[src/rtl/uart_receiver.sv]
// rtl/uart_receiver.sv - 8N1 UART receiver with framing-error and line-break recovery.
// Optional even-parity (8E1) frame support is enabled with the UART_RX_PARITY_EN macro.
module uart_receiver #(
  parameter int CLK_FREQ = 100000000,
  parameter int BAUD     = 9600
) (
  input  logic       clk,
  input  logic       reset,
  input  logic       rxd,
  output logic [7:0] data,
  output logic       valid,
  output logic       frame_err,
  output logic       parity_err,
  output logic       busy
);

  localparam int CLKS_PER_BIT = CLK_FREQ / BAUD;
  localparam int HALF_BIT     = CLKS_PER_BIT / 2;
  localparam int CNT_W        = $clog2(CLKS_PER_BIT);
  localparam logic [CNT_W-1:0] CNT_LAST = CNT_W'(CLKS_PER_BIT - 1);
  localparam logic [CNT_W-1:0] CNT_HALF = CNT_W'(HALF_BIT - 1);

  typedef enum logic [2:0] {
    IDLE   = 3'd0,
    START  = 3'd1,
    DATA   = 3'd2,
    PARITY = 3'd3,
    STOP   = 3'd4,
    BREAK  = 3'd5
  } state_t;

  state_t           state_q, state_d;
  logic [CNT_W-1:0] cnt_q, cnt_d;
  logic [2:0]       idx_q, idx_d;
  logic [7:0]       shift_q, shift_d;
  logic [7:0]       data_q, data_d;
  logic             valid_q, valid_d;
  logic             frame_err_q, frame_err_d;
  logic             sync1_q, sync2_q;
  logic             rxd_s;

  assign rxd_s = sync2_q;

`ifdef UART_RX_PARITY_EN
  logic par_bad_q, par_bad_d;
  logic parity_err_q, parity_err_d;
  assign parity_err = parity_err_q;
`else
  assign parity_err = 1'b0;
`endif

  always_comb begin
    state_d     = state_q;
    cnt_d       = cnt_q;
    idx_d       = idx_q;
    shift_d     = shift_q;
    data_d      = data_q;
    valid_d     = 1'b0;
    frame_err_d = 1'b0;
`ifdef UART_RX_PARITY_EN
    par_bad_d    = par_bad_q;
    parity_err_d = 1'b0;
`endif
    case (state_q)
      IDLE: begin
        if (!rxd_s) begin
          state_d = START;
          cnt_d   = '0;
        end
      end
      START: begin
        // A start bit that is already high again at mid-bit is treated as noise.
        if (cnt_q == CNT_HALF) begin
          cnt_d   = '0;
          idx_d   = 3'd0;
          state_d = rxd_s ? IDLE : DATA;
        end else begin
          cnt_d = cnt_q + 1'b1;
        end
      end
      DATA: begin
        if (cnt_q == CNT_LAST) begin
          cnt_d   = '0;
          shift_d = {rxd_s, shift_q[7:1]};
          if (idx_q == 3'd7) begin
`ifdef UART_RX_PARITY_EN
            state_d = PARITY;
`else
            state_d = STOP;
`endif
          end else begin
            idx_d = idx_q + 3'd1;
          end
        end else begin
          cnt_d = cnt_q + 1'b1;
        end
      end
`ifdef UART_RX_PARITY_EN
      PARITY: begin
        if (cnt_q == CNT_LAST) begin
          cnt_d     = '0;
          par_bad_d = (rxd_s != ^shift_q);
          state_d   = STOP;
        end else begin
          cnt_d = cnt_q + 1'b1;
        end
      end
`endif
      STOP: begin
        // Returning to IDLE at mid-stop leaves half a bit to catch a back-to-back start.
        if (cnt_q == CNT_LAST) begin
          cnt_d = '0;
          if (!rxd_s) begin
            frame_err_d = 1'b1;
            state_d     = BREAK;
          end else begin
            state_d = IDLE;
`ifdef UART_RX_PARITY_EN
            if (par_bad_q) begin
              parity_err_d = 1'b1;
            end else begin
              valid_d = 1'b1;
              data_d  = shift_q;
            end
`else
            valid_d = 1'b1;
            data_d  = shift_q;
`endif
          end
        end else begin
          cnt_d = cnt_q + 1'b1;
        end
      end
      BREAK: begin
        if (rxd_s) begin
          state_d = IDLE;
        end
      end
      default: state_d = IDLE;
    endcase
  end

  always_ff @(posedge clk) begin
    if (reset) begin
      state_q     <= IDLE;
      cnt_q       <= '0;
      idx_q       <= 3'd0;
      shift_q     <= 8'h00;
      data_q      <= 8'h00;
      valid_q     <= 1'b0;
      frame_err_q <= 1'b0;
      sync1_q     <= 1'b1;
      sync2_q     <= 1'b1;
`ifdef UART_RX_PARITY_EN
      par_bad_q    <= 1'b0;
      parity_err_q <= 1'b0;
`endif
    end else begin
      state_q     <= state_d;
      cnt_q       <= cnt_d;
      idx_q       <= idx_d;
      shift_q     <= shift_d;
      data_q      <= data_d;
      valid_q     <= valid_d;
      frame_err_q <= frame_err_d;
      sync1_q     <= rxd;
      sync2_q     <= sync1_q;
`ifdef UART_RX_PARITY_EN
      par_bad_q    <= par_bad_d;
      parity_err_q <= parity_err_d;
`endif
    end
  end

  assign data      = data_q;
  assign valid     = valid_q;
  assign frame_err = frame_err_q;
  assign busy      = (state_q != IDLE);

endmodule

[config.mk]
export PLATFORM = sky130hd
export DESIGN_NAME = uart_receiver
export DESIGN_NICKNAME = d
export VERILOG_FILES = /design/src/rtl/uart_receiver.sv
export SDC_FILE = /design/constraint.sdc
export NUM_CORES = 1
export LEC_CHECK = 0
export BUFFER_PORTS_ARGS = -buffer_cell sky130_fd_sc_hd__buf_2
export CORE_AREA = 3 3 85 87
export CTS_CLUSTER_SIZE = 12
export DETAILED_ROUTE_END_ITERATION = 8
export DIE_AREA = 0 0 88 90
export GPL_TIMING_DRIVEN = 1
export PLACE_DENSITY = 0.55
export SYNTH_ARGS = -nofsm -noshare
export SYNTH_HDL_FRONTEND = slang
export SYNTH_SLANG_ARGS = --single-unit
[constraint.sdc]
create_clock -name clk -period 2 [get_ports clk]
set_input_delay 0.4 -clock clk [delete_from_list [all_inputs] [get_ports clk]]
set_output_delay 0.4 -clock clk [all_outputs]
set_load 0.01 [all_outputs]
==> impl_metrics.env <==
export IMPL_register_area_um2=805
export IMPL_postRouteAntennaNets=0
export IMPL_outcome="finished, final reports clean"
export IMPL_global_route_overflow_total=0
export IMPL_timing_critical_path_fanout_max=5
export IMPL_holdWs_ps=281
export IMPL_min_path_cells=2
export IMPL_skew_ps=7.11
export IMPL_synthDominantAreaCellType="sky130_fd_sc_hd__dfxtp_1"
export IMPL_worst_setup_start_kind="register"
export IMPL_min_path_type="input pin to register"
export IMPL_p_per_area_nw_per_um2=705
export IMPL_yosys_warning_count=0
export IMPL_finalInstanceArea_um2=2410
export IMPL_setup_total_negative_slack_ps=0
export IMPL_grt_total_usage=0.108
export IMPL_design_core_area_um2=6420
export IMPL_area_delta_synth_final_pct=27.5
export IMPL_drt_iter0_markers=63
export IMPL_signal_arrival_time_at_the_worst_endpoint_ps=2160
export IMPL_worst_r2r_path_depth=8
export IMPL_cap_viol_max_count=0
export IMPL_setup_reg_to_reg_worst_slack_ps=70
export IMPL_synth_cell_type_count=47
export IMPL_tritoncts_clock_tree="done"
export IMPL_num_antenna_cells=0
export IMPL_worst_hold_path_endpoint="sync1_q"
export IMPL_yosys_top_cells_area="sky130_fd_sc_hd__dfxtp_1 (42%), sky130_fd_sc_hd__mux2i_1 (9.0%), sky130_fd_sc_hd__nor2_1 (6.6%), sky130_fd_sc_hd__a21oi_1 (2.6%), sky130_fd_sc_hd__nand3_1 (2.6%)"
export IMPL_async_reset_ff_frac=0
export IMPL_synth_edf_count=0
export IMPL_grt_first_pass_wirelength_um=6980
export IMPL_reg_to_reg_end="state_q[1]"
export IMPL_synthMuxAreaShare=0.0901
export IMPL_final_net_count=252
export IMPL_postSynthAreaPerCell_um2=9.00
export IMPL_finalWeightedCongestion=0.776
export IMPL_first_pass_detailed_route_iteration_total=4
export IMPL_yosysSeqAreaShare=0.424
export IMPL_layout_worst_path_cycle_share=0.964
export IMPL_crit_type="register to register"
export IMPL_worstSkewPairLatency_ps=290
export IMPL_synth_adder_area_share=0.0252
export IMPL_multiInputGateArea_um2=1080
export IMPL_detail_route_met2_wl_um=1740
export IMPL_finalWirelength_um=4030
export IMPL_final_hpwl_dp_um=2880
export IMPL_netlist_top_cells_count="sky130_fd_sc_hd__dfxtp_1 (40), sky130_fd_sc_hd__nor2_1 (33), sky130_fd_sc_hd__mux2i_1 (17)"
export IMPL_post_drt_via_cell_ratio=5.02
export IMPL_finalCoreUtilization=0.375
export IMPL_finalMaxSlewViolations=0
export IMPL_timing_final_hold_violations=0
export IMPL_worst_endpoint_required_ps=2230
export IMPL_post_synth_and_or_nand_nor_area_fraction=0.265
export IMPL_yosys_area_share_xor_xnor=0.00464
export IMPL_actual_slew_at_the_worst_max_slew_pin_ps=516
export IMPL_clock_tree_htree_level_count=2
export IMPL_post_route_drc_count=0
export IMPL_maxSlewHeadroom=0.647
export IMPL_setup_ws_ps=71.7
export IMPL_fin_crit_ps=1930
export IMPL_boundaryPins=15
export IMPL_dpl_instance_area_um2=2220
export IMPL_synth_top_area_frac=0.424
export IMPL_chipHeight_um=90
export IMPL_syn_nets=216
export IMPL_synth_ff_type="sky130_fd_sc_hd__dfxtp_1"
export IMPL_dominant_combinational_cell_family_by_area_after_synthesis="simple AND/OR/NAND/NOR gates"
export IMPL_grt_start_max_net_pins=30
export IMPL_port_buffer_count=13
export IMPL_synthCells=210
export IMPL_maxClockFrequency_ghz=0.519
export IMPL_rsz0062_at_grt="false"
export IMPL_hold_start="rxd"
export IMPL_dieArea_um2=7920
export IMPL_tritoncts_num_buffers=5
export IMPL_synth_most_common_cell="sky130_fd_sc_hd__dfxtp_1"
export IMPL_antenna_found_initial=0
export IMPL_layout_drive_gt1_share=0.275
export IMPL_wl_met3_um=144
export IMPL_average_wire_length_per_cell_after_detail_routing_um=12.4
export IMPL_regToRegStartpoint="cnt_q[0]"
export IMPL_vias_in_the_first_global_route=1464
export IMPL_clkSinkCount=40
export IMPL_power_leakage_nw=0.914
export IMPL_path_clk_slew_ps=80
export IMPL_die_x_um=88
export IMPL_compound_gate_portion_of_the_synthesized_area=0.155
export IMPL_dr_total_vias=1625
export IMPL_timing_critical_path_to_type="register"
export IMPL_placement_setup_worst_slack_ps=-52.3
export IMPL_cts_hold_buf=0
export IMPL_clock_tree_root_cell="sky130_fd_sc_hd__clkbuf_8"
export IMPL_vdd_ir_drop_worst_uv=447
export IMPL_fp_row_count=29
export IMPL_routed_top_layer="met4"
export IMPL_cts_buffer_depth=2
export IMPL_yosys_register_bits=40
export IMPL_fill_cells=666
export IMPL_floorplan_initialDensity=0.294
export IMPL_combined_area_of_all_synthesized_cells_um2=1890
export IMPL_detail_route_wirelength_met1_um=2100
export IMPL_timing_final_setup_violations=0
-- flip-flops by register name, summed over array words and instances, names as in the netlist --
signal	count
idx_q	3
sync1_q	1
valid	1
cnt_q	14
data	8
rxd_s	1
frame_err	1
shift_q	8
state_q	3
-- cells by family (layout without fill, tap and decap cells) --
| group | after synthesis | count (layout) |
|---|---|---|
| AND/OR/NAND/NOR | 91 | 91 |
| AO/OA/AOI/OAI | 43 | 43 |
| flip-flops | 40 | 40 |
| multiplexers | 17 | 17 |
| buffers and inverters | 13 | 50 |
| adder cells (fa/ha/maj) | 4 | 4 |
| other | 1 | 1 |
| XOR/XNOR | 1 | 1 |
-- cell usage in the layout, fill, tap and decap left out, types with 3 or more instances in the layout --
cell type,count
sky130_fd_sc_hd__dfxtp_1,37
sky130_fd_sc_hd__nor2_1,33
sky130_fd_sc_hd__buf_4,22
sky130_fd_sc_hd__mux2i_1,17
sky130_fd_sc_hd__buf_2,13
sky130_fd_sc_hd__nand2_1,10
sky130_fd_sc_hd__nand3_1,10
sky130_fd_sc_hd__a21oi_1,9
sky130_fd_sc_hd__a31oi_1,7
sky130_fd_sc_hd__and3_1,6
sky130_fd_sc_hd__nand4_1,6
sky130_fd_sc_hd__o21ai_0,6
sky130_fd_sc_hd__clkbuf_8,5
sky130_fd_sc_hd__inv_1,3
sky130_fd_sc_hd__or2_2,3
sky130_fd_sc_hd__a22oi_1,3
sky130_fd_sc_hd__a21o_1,3
sky130_fd_sc_hd__nand2b_1,3
sky130_fd_sc_hd__dfxtp_2,3
sky130_fd_sc_hd__buf_12,3
-- worst max path at each step --
| stage | start | endpoint | slack [ps] |
|---|---|---|---|
| 2_1_floorplan | cnt_q[0] | cnt_q[10] | 20 |
| 3_3_place_gp | cnt_q[0] | cnt_q[5] | 40 |
| 3_5_place_dp | cnt_q[0] | cnt_q[13] | -50 |
| 4_1_cts | cnt_q[0] | state_q[1] | 7 |
| 5_1_grt | cnt_q[0] | state_q[1] | 0.6 |
| 6_report | cnt_q[0] | state_q[1] | 70 |
-- power breakdown --
part | switching [mW] | internal, mW
clock | 0.306 | 0.376
combinational | 0.110 | 0.0893
sequential | 0.00894 | 0.808
total | 0.425 | 1.27
-- routing by layer --
layer / vias up / track usage
met1: 751 / 0.159
li1: 835 / -
met4: 0 / 0.0307
met2: 34 / 0.154
met3: 5 / 0.0274
met5: - / 0
-- through the flow --
stage               power (mW)  instances
CTS                       1.73        323
detailed placement        1.03        315
global route              1.79        324
finish                    1.70        324
global placement          1.03        315
floorplan                0.956        210
-- repair_timing --
item,in CTS,in global routing
pin swaps,1,1
gates resized for setup,5,8
setup buffers,0,1
setup endpoints to repair,5,6
-- worst max-delay path, stage by stage (launching register included) --
cell                      delay, ps
sky130_fd_sc_hd__dfxtp_2        360
sky130_fd_sc_hd__ha_4           130
sky130_fd_sc_hd__buf_4          110
sky130_fd_sc_hd__and4_4         230
sky130_fd_sc_hd__nand4_4        100
sky130_fd_sc_hd__buf_6          160
sky130_fd_sc_hd__a21o_1         150
sky130_fd_sc_hd__or4b_1         480
sky130_fd_sc_hd__a21oi_2        130
-- area by class of cell --
type                    instances  share of cell area
clock buffers                   5              0.0286
well taps                      77              0.0400
flip-flops and latches         40               0.334
multi-input cells             157               0.448
clock inverters                 3              0.0192
inverters                       3             0.00468
repair buffers                 39               0.125
Power figures use the tool's default switching activity.
